### config.mk
export PLATFORM = sky130hd
export DESIGN_NAME = div_controller
export DESIGN_NICKNAME = d
export VERILOG_FILES = /design/src/rtl/div_controller.sv
export SDC_FILE = /design/constraint.sdc
export NUM_CORES = 1
export LEC_CHECK = 0
export BUFFER_PORTS_ARGS = -buffer_cell sky130_fd_sc_hd__clkbuf_2
export CORE_UTILIZATION = 64
export CTS_CLUSTER_DIAMETER = 50
export DETAILED_ROUTE_END_ITERATION = 7
export PLACE_DENSITY = 0.86
export SYNTH_ARGS = -nofsm -noshare
export SYNTH_HDL_FRONTEND = slang
export SYNTH_SLANG_ARGS = --single-unit
### constraint.sdc
create_clock -name clk -period 10.6 [get_ports clk]
set_input_delay 3.18 -clock clk [delete_from_list [all_inputs] [get_ports clk]]
set_output_delay 3.18 -clock clk [all_outputs]
set_load 0.02 [all_outputs]
### src/rtl/div_controller.sv
// Multi-cycle radix-2 restoring DIV/DIVU unit for the EX stage.
// Produces stall_divE for the hazard unit. Remainder goes to HI and quotient goes to LO.
module div_controller #(
  parameter int WIDTH = 32
) (
  input  logic             clk,
  input  logic             rst,
  input  logic             div_startE,
  input  logic             div_signedE,
  input  logic             div_annulE,
  input  logic [WIDTH-1:0] srcaE,
  input  logic [WIDTH-1:0] srcbE,
  output logic             stall_divE,
  output logic             div_validE,
  output logic [WIDTH-1:0] result_hi,
  output logic [WIDTH-1:0] result_lo
);

  localparam int CNT_W = $clog2(WIDTH + 1);
  localparam logic [CNT_W-1:0] LAST = CNT_W'(WIDTH - 1);

  typedef enum logic [1:0] {IDLE, BUSY, DONE} state_t;

  state_t           state, stateNext;
  logic [CNT_W-1:0] cnt;
  logic [WIDTH-1:0] rem, quo, divisor;
  logic             negQuo, negRem;
  logic [WIDTH:0]   remShift, remDiff;
  logic             remGe;
  logic [WIDTH-1:0] remStep, quoStep;
  logic             load, finish, zeroDiv;

  function automatic logic [WIDTH-1:0] applySign(input logic [WIDTH-1:0] val, input logic neg);
    return neg ? (~val + 1'b1) : val;
  endfunction

  assign zeroDiv = (srcbE == '0);

  // Restoring step: shift in the next dividend bit and subtract when it fits.
  always_comb begin
    remShift = {rem, quo[WIDTH-1]};
    remDiff  = remShift - {1'b0, divisor};
    remGe    = (remShift >= {1'b0, divisor});
    remStep  = remGe ? remDiff[WIDTH-1:0] : remShift[WIDTH-1:0];
    quoStep  = {quo[WIDTH-2:0], remGe};
  end

  always_comb begin
    stateNext = state;
    load      = 1'b0;
    finish    = 1'b0;
    case (state)
      IDLE: if (div_startE) begin
        load      = 1'b1;
        stateNext = zeroDiv ? DONE : BUSY;
      end
      BUSY: if (cnt == LAST) begin
        finish    = 1'b1;
        stateNext = DONE;
      end
      DONE:    stateNext = IDLE;
      default: stateNext = IDLE;
    endcase
    if (div_annulE) begin
      stateNext = IDLE;
      load      = 1'b0;
      finish    = 1'b0;
    end
  end

  assign stall_divE = ~div_annulE & (((state == IDLE) & div_startE) | (state == BUSY));
  assign div_validE = (state == DONE) & ~div_annulE;

  always_ff @(posedge clk or posedge rst) begin
    if (rst) begin
      state     <= IDLE;
      cnt       <= '0;
      result_hi <= '0;
      result_lo <= '0;
    end else begin
      state <= stateNext;
      if (load) begin
        cnt <= '0;
      end else if (state == BUSY) begin
        cnt <= cnt + 1'b1;
      end
      if (load && zeroDiv) begin
        result_lo <= '1;
        result_hi <= srcaE;
      end else if (finish) begin
        result_lo <= applySign(quoStep, negQuo);
        result_hi <= applySign(remStep, negRem);
      end
    end
  end

  // Working copies of the operands; only the control path needs reset.
  always_ff @(posedge clk) begin
    if (load) begin
      rem     <= '0;
      quo     <= applySign(srcaE, div_signedE & srcaE[WIDTH-1]);
      divisor <= applySign(srcbE, div_signedE & srcbE[WIDTH-1]);
      negQuo  <= div_signedE & (srcaE[WIDTH-1] ^ srcbE[WIDTH-1]);
      negRem  <= div_signedE & srcaE[WIDTH-1];
    end else if (state == BUSY) begin
      rem <= remStep;
      quo <= quoStep;
    end
  end

endmodule

# --- Word-level counts from Yosys, hierarchy flattened ---
# Cells that the tools add are included.
totals:
  regBits: 170
  inputBits: 69
  wordCells: 64
classes:
  add_sub_neg: 6
  order_cmp: 1
  eq_ne: 5
  mux: 24
  bitwise_logic: 13
  reduce_logical: 6
op_table:
  columns: ["cell", "count"]
  rows:
  - ["$mux W32", 11]
  - ["$add A32 B1 Y32 const B", 4]
  - ["$not A32 Y32", 4]
  - ["$ge A33 B32 Y1", 1]
  - ["$logic_not A32 Y1", 1]
  - ["$sub A32 B32 Y32", 1]
  - ["$mux W6", 2]
  - ["$mux W2", 4]
  - ["$add A6 B1 Y6 const B", 1]
  - ["$and A1 B1 Y1", 6]
  - ["$eq A6 B5 Y1 const B", 1]
  - ["$mux W1", 6]
  - ["$ne A3 B3 Y1 const B", 2]
  - ["$pmux W2 S2", 1]
  - ["$reduce_bool A2 Y1", 2]
  - ["$eq A2 B1 Y1 const B", 1]
  - ["$eq A2 B2 Y1 const B", 1]
  - ["$logic_not A2 Y1", 1]
  - ["$reduce_and A2 Y1", 1]
  - ["$logic_and A1 B1 Y1", 1]
  - ["$not A1 Y1", 1]
  - ["$or A1 B1 Y1", 1]
  - ["$xor A1 B1 Y1", 1]

# --- Longest topological paths before layout ---
# Gate-level depths: netlist of the first run.
logic_depth:
  depth_word: 7
  depth_mapped: 22
  ltp_nobuf: 18

# --- Worst setup path before layout of the first run ---
# OpenSTA, ideal clock, no wires.
synth_timing:
  path_kind: "input to output"
  start: "input port div_annulE"
  end: "output port div_validE"
  t_arrival_ns: 3.698
  slack_ns: 3.722
  path_stages: 1
  cell_sequence: "nor3b_1"
synth_via:
  elab_chain_cells: 2
synth_lines:
  columns: ["element", "line", "rtl"]
  rows:
  - ["from (decl)", "10", "input logic div_annulE,"]
  - ["$not A1 Y1", "72", "assign div_validE = (state == DONE) & ~div_annulE;"]
  - ["$and A1 B1 Y1", "72", null]
  - ["to (decl)", "14", "output logic div_validE,"]
# Every way passes these cells.

# --- Final worst setup path of the first run ---
layout_timing:
  start: "input port div_annulE"
  end: "output port stall_divE"
layout_via:
  elab_chain_cells: 2
layout_lines:
  columns: ["element", "line", "rtl"]
  rows:
  - ["$not A1 Y1", "71", "assign stall_divE = ~div_annulE & (((state == IDLE) & div_startE) | (state == BUSY));"]
  - ["$and A1 B1 Y1", "71", null]
  - ["to (decl)", "13", "output logic stall_divE,"]
# Every way passes these cells.

==> summary.md, run 1 <==
| Metric | Value |
|---|---|
| Netlist cell types | `76` |
| Final Core Density | `73.3%` |
| Clock group share of total power | `roughly 34%` |
| Class of the worst hold path | `reg2reg` |
| Seq/Total Area, Yosys | `38.5%` |
| Total Negative Setup Slacks | `0 ns` |
| Post-synth EDFFs | `66` |
| Cell Area, Synth | `11500 um2` |
| Most frequent cells in the layout | `clkbuf_2, nand2_1, o21ai_0` |
| Critical path endpoint category | `output pin` |
| Crit path buffers/inverters | `2` |
| Most common cell after layout, fill and taps aside | `clkbuf_2` |
| Largest stage delay, worst path | `0.18 ns` |
| Final ANT Viol Nets | `0` |
| Max Fanout on Critical Path | `5` |
| Met3 GRT Util | `4.59%` |
| Synth Area in XOR/XNOR | `11.2%` |
| Vias in the first global route | `9582` |
| Layout area overhead | `11.2%` |
| Layout cells sized above 1 | `between 10 and 15%` |
| Syn Area/Cell | `about 8.6 um2` |
| Die width | `136 um` |
| Internal power | `1210 uW` |
| Synth Area in Simple Gates | `16.8%` |
| Synth Area in Compound Gates | `22.2%` |
| Ys flop type | `dfrtp_1` |
| Initial drt markers | `1100` |
| Number of synthesized register bits | `between 150 and 200` |
| Critical Path Start Type | `primary input` |
| P per Cell Area | `140 nW/um2` |
| I/O pins | `~140` |
| Mapped Cells | `roughly 1.3k` |
| Least-Margin Pin Slew | `1.02 ns` |
| Critical Path AT | `~3.8 ns` |
| Number of max-cap violations | `0` |
| Post_cts resized | `0` |
| Antenna diode count | `0` |
| Routed wire length | `approximately 30 mm` |
| Seq pwr share | `43.3%` |
| CP max stage cell | `nor2_1` |
| Largest net degree at the start of global routing | `between 70 and 80` |
| YS warnings | `0` |
| CTS tree | `built` |
| Static Leak | `0.00539 uW` |
| Most used cell, CP | `clkbuf_2` |
| # DRC | `0` |
| Part of the power in combinational logic | `22.8%` |
| CTS HTree Levels | `4` |
| Crit path max-delay family | `buffers and inverters` |
| Busiest grt layer | `met2` |
| Placed cell area | `12200 um2` |
| DP Cell Count | `between 1.5k and 2k` |
| Port-buffer cells | `between 100 and 150` |
| Die H | `136 um` |
| Final setup violation count | `0` |
| GR met2 Demand/Resource | `55.5%` |
| Final Critical Period | `6.98 ns` |
| Setup bufs post-CTS | `0` |
| Net Sw Frac | `32.4%` |
| All-layer global routing usage | `roughly 33%` |
| Relative slew slack | `31.8%` |
| Main combinational cell family by area after synthesis | `compound AO/OA/AOI/OAI gates` |
| Status | `finished clean` |
| CTS max path bufs | `2` |
| Clock skew | `0.0125 ns` |
| Worst-Skew Late Latency | `0.44 ns` |
| Wire per inst | `between 15 and 20 um` |
| Worst Path Required | `between 7 and 8 ns` |
| Ys async rst share | `42.4%` |
| DR vias/cell | `6.28` |
| M1 GR Usage | `42.0%` |
| DRT Pass-1 Iters | `7` |
| Area of the core | `17400 um2` |
| Clk pin slew, worst setup/hold paths | `about 0.060 ns` |
| Initial antenna violation count | `0` |
| RSZ-0062 raised after global routing | `no` |
| Final slew viol count | `0` |
| Final hold violation count | `0` |
| Peak supply drop | `0.000137 V` |
| CP cell instances | `clkbuf_2 -> nor2_1 -> o21a_1 -> clkbuf_2` |
| Post-cts hold buffer count | `0` |
| Sw Pwr | `between 500 and 600 uW` |
| Grt ovf | `0` |
| Routability cong. | `0.899` |
| Fin crit share | `65.8%` |
| Max Fclk | `143 MHz` |
| CP Class | `in2out` |
| CTS buffer count | `17` |
| Non-Filler Instances | `1660` |
| Final HPWL DP | `21.7 mm` |
| Initial Utilization | `66.0%` |
| Row count | `48` |
| Multiplexer share of the synthesized area | `2.47%` |
| Finished Cell Area | `12800 um2` |
| First-pass GRT wire length | `~47 mm` |
| Die footprint | `18500 um2` |
| Synth Net Count | `1440` |
| CTS sink cnt | `170` |
| Vias post-DR | `10.4k` |
| Adder-cell share of the synthesized area | `4.20%` |
| CTS root buf | `clkbuf_16` |
| Nets | `roughly 1.5k` |
-- state kept, by name (all words and copies together), names as in the netlist --
signal,count
divisor,32
result_hi,32
result_lo,32
cnt,6
rem,32
state,2
negQuo,1
negRem,1
quo,32
-- Yosys cell counts, drive strengths merged (3+ instances only) --
cell type / number / area, um2
or3: 11 / 68.8
nor3: 45 / 230
nand3: 19 / 95.1
o41ai: 13 / 144
nor4: 13 / 96.3
o31a: 3 / 26.3
a31oi: 11 / 83.8
o22ai: 6 / 37.5
dfrtp: 72 / 1800
ha: 37 / 463
and2: 7 / 43.8
a22oi: 22 / 165
clkbuf: 55 / 206
a21oi: 125 / 644
edfxtp: 66 / 1980
a211o: 4 / 35.0
or4: 7 / 52.6
xnor2: 66 / 578
o21a: 11 / 90.1
inv: 55 / 209
nor3b: 3 / 22.5
dfxtp: 32 / 641
nor2: 123 / 462
o211ai: 10 / 75.1
a211oi: 6 / 45.0
nand2b: 14 / 87.6
nor4b: 3 / 26.3
buf: 18 / 104
mux2i: 22 / 261
and3: 7 / 43.8
nor2b: 6 / 37.5
nand4: 15 / 100
o21ai: 144 / 728
a21o: 6 / 45.0
o31ai: 31 / 238
nand2: 132 / 500
a21boi: 3 / 22.5
xor2: 81 / 709
-- path summary, 6_finish.rpt --
kind	from	endpoint	slack (ns)	depth (start not counted)
max in group asynchronous	rst	result_hi[10]	7.02	3
worst max register to register	rem[19]	result_lo[30]	5.33	17
worst min-delay path	rem[31]	rem[31]	0.49	2
min in group asynchronous	rst	result_lo[30]	2.99	3
worst min register to register	rem[31]	rem[31]	0.49	2
worst max-delay path	div_annulE	stall_divE	3.62	4
-- kinds of logic after synthesis --
logic type | after synthesis
AOI/OAI and AO/OA | 412
xor gates and xnor gates | 147
adders and majority gates | 38
buffers and inverters | 129
DFF | 170
muxes | 24
and+or+nand+nor | 413
-- power by group through the flow --
stage | Clock, uW | Sequential [uW] | Combinational [uW]
after floorplan | 0 | 784 | 301
after global placement | 0 | 786 | 390
after detailed placement | 0 | 788 | 401
after CTS | 604 | 775 | 405
after global routing | 630 | 782 | 452
final | 608 | 776 | 409
-- worst reg2reg max path, delay by kind of cell, from the launching register on --
family	cells	cell delay (ns)
flip-flops	1	0.44
AND/OR/NAND/NOR	6	1.72
XOR/XNOR	1	0.17
adder cells (fa/ha/maj)	2	0.63
buffers and inverters	1	0.43
AO/OA/AOI/OAI	7	1.74
-- layer usage --
layer | share of wire [%] | vias to the layer above | wire length (um)
met5 | 0 | - | 0
met2 | 49 | 496 | 14300
met1 | 40 | 4880 | 11900
met4 | 2.8 | 0 | 813
li1 | - | 4982 | -
met3 | 8.3 | 68 | 2440
-- stage by stage --
step | setup WS, ns | total power, uW | hold slack, ns
floorplan | 3.72 | 1080 | 0.439
global placement | 3.66 | 1180 | 0.466
detailed placement | 3.62 | 1190 | 0.475
CTS | 3.62 | 1780 | 0.491
global route | 3.58 | 1860 | 0.526
finish | 3.62 | 1790 | 0.485
-- final cells by class --
class	count	area, um2
multi-input combinational	1034	6560
fill	1359	4640
sequential	170	4420
timing repair buffer	143	738
clock buffer	19	454
tap	225	282
inverter	56	213
clock inverter	13	108
Power figures use the tool's default switching activity.
==> inputs of run 2 (changes only) <==
--- a/config.mk
+++ b/config.mk
@@ -6,10 +6,10 @@
 export NUM_CORES = 1
 export LEC_CHECK = 0
 export BUFFER_PORTS_ARGS = -buffer_cell sky130_fd_sc_hd__clkbuf_2
-export CORE_UTILIZATION = 64
+export CORE_UTILIZATION = 54
 export CTS_CLUSTER_DIAMETER = 50
 export DETAILED_ROUTE_END_ITERATION = 7
-export PLACE_DENSITY = 0.86
+export PLACE_DENSITY = 0.78
 export SYNTH_ARGS = -nofsm -noshare
 export SYNTH_HDL_FRONTEND = slang
 export SYNTH_SLANG_ARGS = --single-unit
==> constraint.sdc (replaced) <==
create_clock -name clk -period 5.7 [get_ports clk]
set_input_delay 1.71 -clock clk [delete_from_list [all_inputs] [get_ports clk]]
set_output_delay 1.71 -clock clk [all_outputs]
set_load 0.02 [all_outputs]
==> summary.md, run 2 (synthesized netlist as in run 1, its figures left out) <==
| Metric | Value |
|---|---|
| Static Leak | `0.00543 uW (was 0.00539 uW)` |
| Total chip power | `3360 uW (was 1790 uW)` |
| Initial Utilization | `55.9% (was 66.0%)` |
| Relative slew slack | `33.7% (was 31.8%)` |
| Status | `finished clean (unchanged)` |
| I/O pins | `135 (unchanged)` |
| Post_cts resized | `0 (unchanged)` |
| Final HPWL DP | `22.7 mm (was 21.7 mm)` |
| Peak supply drop | `0.000214 V (was 0.000137 V)` |
| CP startpoint | `divisor[30] (was div_annulE)` |
| Critical Path Start Type | `register (was primary input)` |
| Class of the worst hold path | `reg2reg (unchanged)` |
| Clk pin slew, worst setup/hold paths | `0.08 ns (was 0.06 ns)` |
| Initial drt markers | `692 (was 1100)` |
| R2r worst-path depth | `18 (was 17)` |
| Crit path buffers/inverters | `2 (unchanged)` |
| Final slew viol count | `0 (unchanged)` |
| Fill cells | `1808 (was 1359)` |
| Antenna diode count | `0 (unchanged)` |
| # DRC | `0 (unchanged)` |
| Reg2Reg Setup Slack | `0.71 ns (was 5.33 ns)` |
| Vias in the first global route | `9531 (was 9582)` |
| Final hold violation count | `0 (unchanged)` |
| Largest stage delay, worst path | `0.51 ns (was 0.18 ns)` |
| CP max stage cell | `or4_1 (was nor2_1)` |
| Most frequent cells in the layout | `clkbuf_2, nand2_1, o21ai_0 (unchanged)` |
| Die footprint | `21900 um2 (was 18500 um2)` |
| Number of max-cap violations | `0 (unchanged)` |
| DR vias/cell | `5.99 (was 6.28)` |
| Final Core Density | `62.7% (was 73.3%)` |
| Non-Filler Instances | `1710 (was 1660)` |
| Largest net degree at the start of global routing | `74 (was 77)` |
| Critical path endpoint | `result_lo[30] (was stall_divE)` |
| Max Fanout on Critical Path | `42 (was 5)` |
| All-layer global routing usage | `27.7% (was 32.7%)` |
| Final Critical Period | `4.99 ns` |
| Setup bufs post-CTS | `0 (unchanged)` |
| Row count | `52 (was 48)` |
| Layout cells sized above 1 | `14.9% (was 14.5%)` |
| Critical path endpoint category | `register (was output pin)` |
| CTS root buf | `clkbuf_16 (unchanged)` |
| Fin crit share | `87.6%` |
| Nets | `1534 (was 1529)` |
| Crit path max-delay family | `compound AO/OA/AOI/OAI gates (was buffers and inverters)` |
| Critical Path AT | `5.29 ns (was 3.80 ns)` |
| Reg2reg start | `divisor[30] (was rem[19])` |
| CP Class | `reg2reg (was in2out)` |
| RR Endpoint | `result_lo[30] (unchanged)` |
| CTS HTree Levels | `4 (unchanged)` |
| Least-Margin Pin Slew | `0.995 ns (was 1.02 ns)` |
| Post-cts hold buffer count | `0 (unchanged)` |
| Wire per inst | `17.6 um (was 17.8 um)` |
| Layout area overhead | `12.2% (was 11.2%)` |
| Most common cell after layout, fill and taps aside | `clkbuf_2 (unchanged)` |
| Clock skew | `0.0124 ns (was 0.0125 ns)` |
| CTS buffer count | `17 (unchanged)` |
| Die H | `148 um (was 136 um)` |
| Max Fclk | `200 MHz` |
| Most used cell, CP | `nand2b_1 (was clkbuf_2)` |
| Initial antenna violation count | `0 (unchanged)` |
| Grt ovf | `0 (unchanged)` |
| DRT Pass-1 Iters | `5 (was 7)` |
| Final ANT Viol Nets | `0 (unchanged)` |
| RSZ-0062 raised after global routing | `no (unchanged)` |
| Area of the core | `20600 um2 (was 17400 um2)` |
| DP Cell Count | `1678 (was 1628)` |
| Total Negative Setup Slacks | `0 ns (unchanged)` |
| CTS sink cnt | `170 (unchanged)` |
| Routed wire length | `30.0 mm (was 29.5 mm)` |
| CTS tree | `built (unchanged)` |
| Worst Path Required | `5.99 ns (was 7.42 ns)` |
| Worst path depth | `18 (was 4)` |
| Port-buffer cells | `134 (unchanged)` |
| Die width | `148 um (was 136 um)` |
| Worst-Skew Late Latency | `0.44 ns (about the same)` |
| CP cell instances | `inv_1 -> ha_1 -> a21o_1 -> a211o_1 -> a31oi_1 -> o21ai_0 -> o21a_4 -> inv_4 -> ha_1 -> nand2b_1 -> nor4_1 -> nand2_1 -> or4_1 -> nand2b_1 -> nand2b_1 -> o21ai_1 -> xor2_1 -> o21ai_0 (was clkbuf_2 -> nor2_1 -> o21a_1 -> clkbuf_2)` |
| Final setup violation count | `0 (unchanged)` |
| Routability cong. | `0.934 (was 0.899)` |
| CTS max path bufs | `2 (unchanged)` |
| Vias post-DR | `10.2k (was 10.4k)` |
| P per Cell Area | `261 nW/um2 (was 140 nW/um2)` |
| First-pass GRT wire length | `47.8 mm (was 47.1 mm)` |
## run 2: per-layer routing
layer | global-route usage, % | wire, um | vias up
met5 | 0 | 0 | -
met4 | 11.8 | 896 | 0
met3 | 3.40 | 1920 | 65
met2 | 46.1 | 13800 | 382
met1 | 36.4 | 13400 | 4807
li1 | - | - | 4985
## run 2: worst min path at each step
stage,from,endpoint,cells after the start
finish,rem[31],rem[31],2
detailed placement,rem[31],rem[31],2
global route,rem[31],rem[31],2
CTS,rem[31],rem[31],2
floorplan,rem[31],rem[31],2
global placement,rem[31],rem[31],2
## run 2: report_power, final
part / leakage, uW / switching, uW / total (uW) / internal [uW]
Sequential: 0.00183 / 78.2 / 1440 / 1360
Clock: 0.000284 / 552 / 1160 / 603
Combinational: 0.00331 / 468 / 763 / 295
Total: 0.00543 / 1100 / 3360 / 2260
## run 2: cell type report
class | instances | area (um2) | share of cell area (%)
clock buffers | 19 | 453 | 3.51
inverters | 56 | 213 | 1.65
repair buffers | 148 | 776 | 6.02
clock inverters | 13 | 130 | 1.01
flip-flops and latches | 170 | 4420 | 34.3
multi-input cells | 1034 | 6560 | 50.9
well taps | 270 | 338 | 2.62
## run 2: per-stage QoR
stage / hold slack (ns) / area (um2) / setup slack, ns
2_1_floorplan: 0.439 / 11500 / 0.981
3_3_place_gp: 0.462 / 12300 / 1.04
3_5_place_dp: 0.475 / 12300 / 0.781
4_1_cts: 0.490 / 12900 / 0.756
5_1_grt: 0.524 / 12900 / 0.283
6_report: 0.484 / 12900 / 0.707
## run 2: worst register-to-register path, stage by stage, from the launching register on
cell and delay (ns):
edfxtp_1 0.37, inv_1 0.07, ha_1 0.27, a21o_1 0.21
a211o_1 0.30, a31oi_1 0.32, o21ai_0 0.29, o21a_4 0.29
inv_4 0.39, ha_1 0.27, nand2b_1 0.11, nor4_1 0.48
nand2_1 0.16, or4_1 0.51, nand2b_1 0.22, nand2b_1 0.17
o21ai_1 0.16, xor2_1 0.17, o21ai_0 0.10
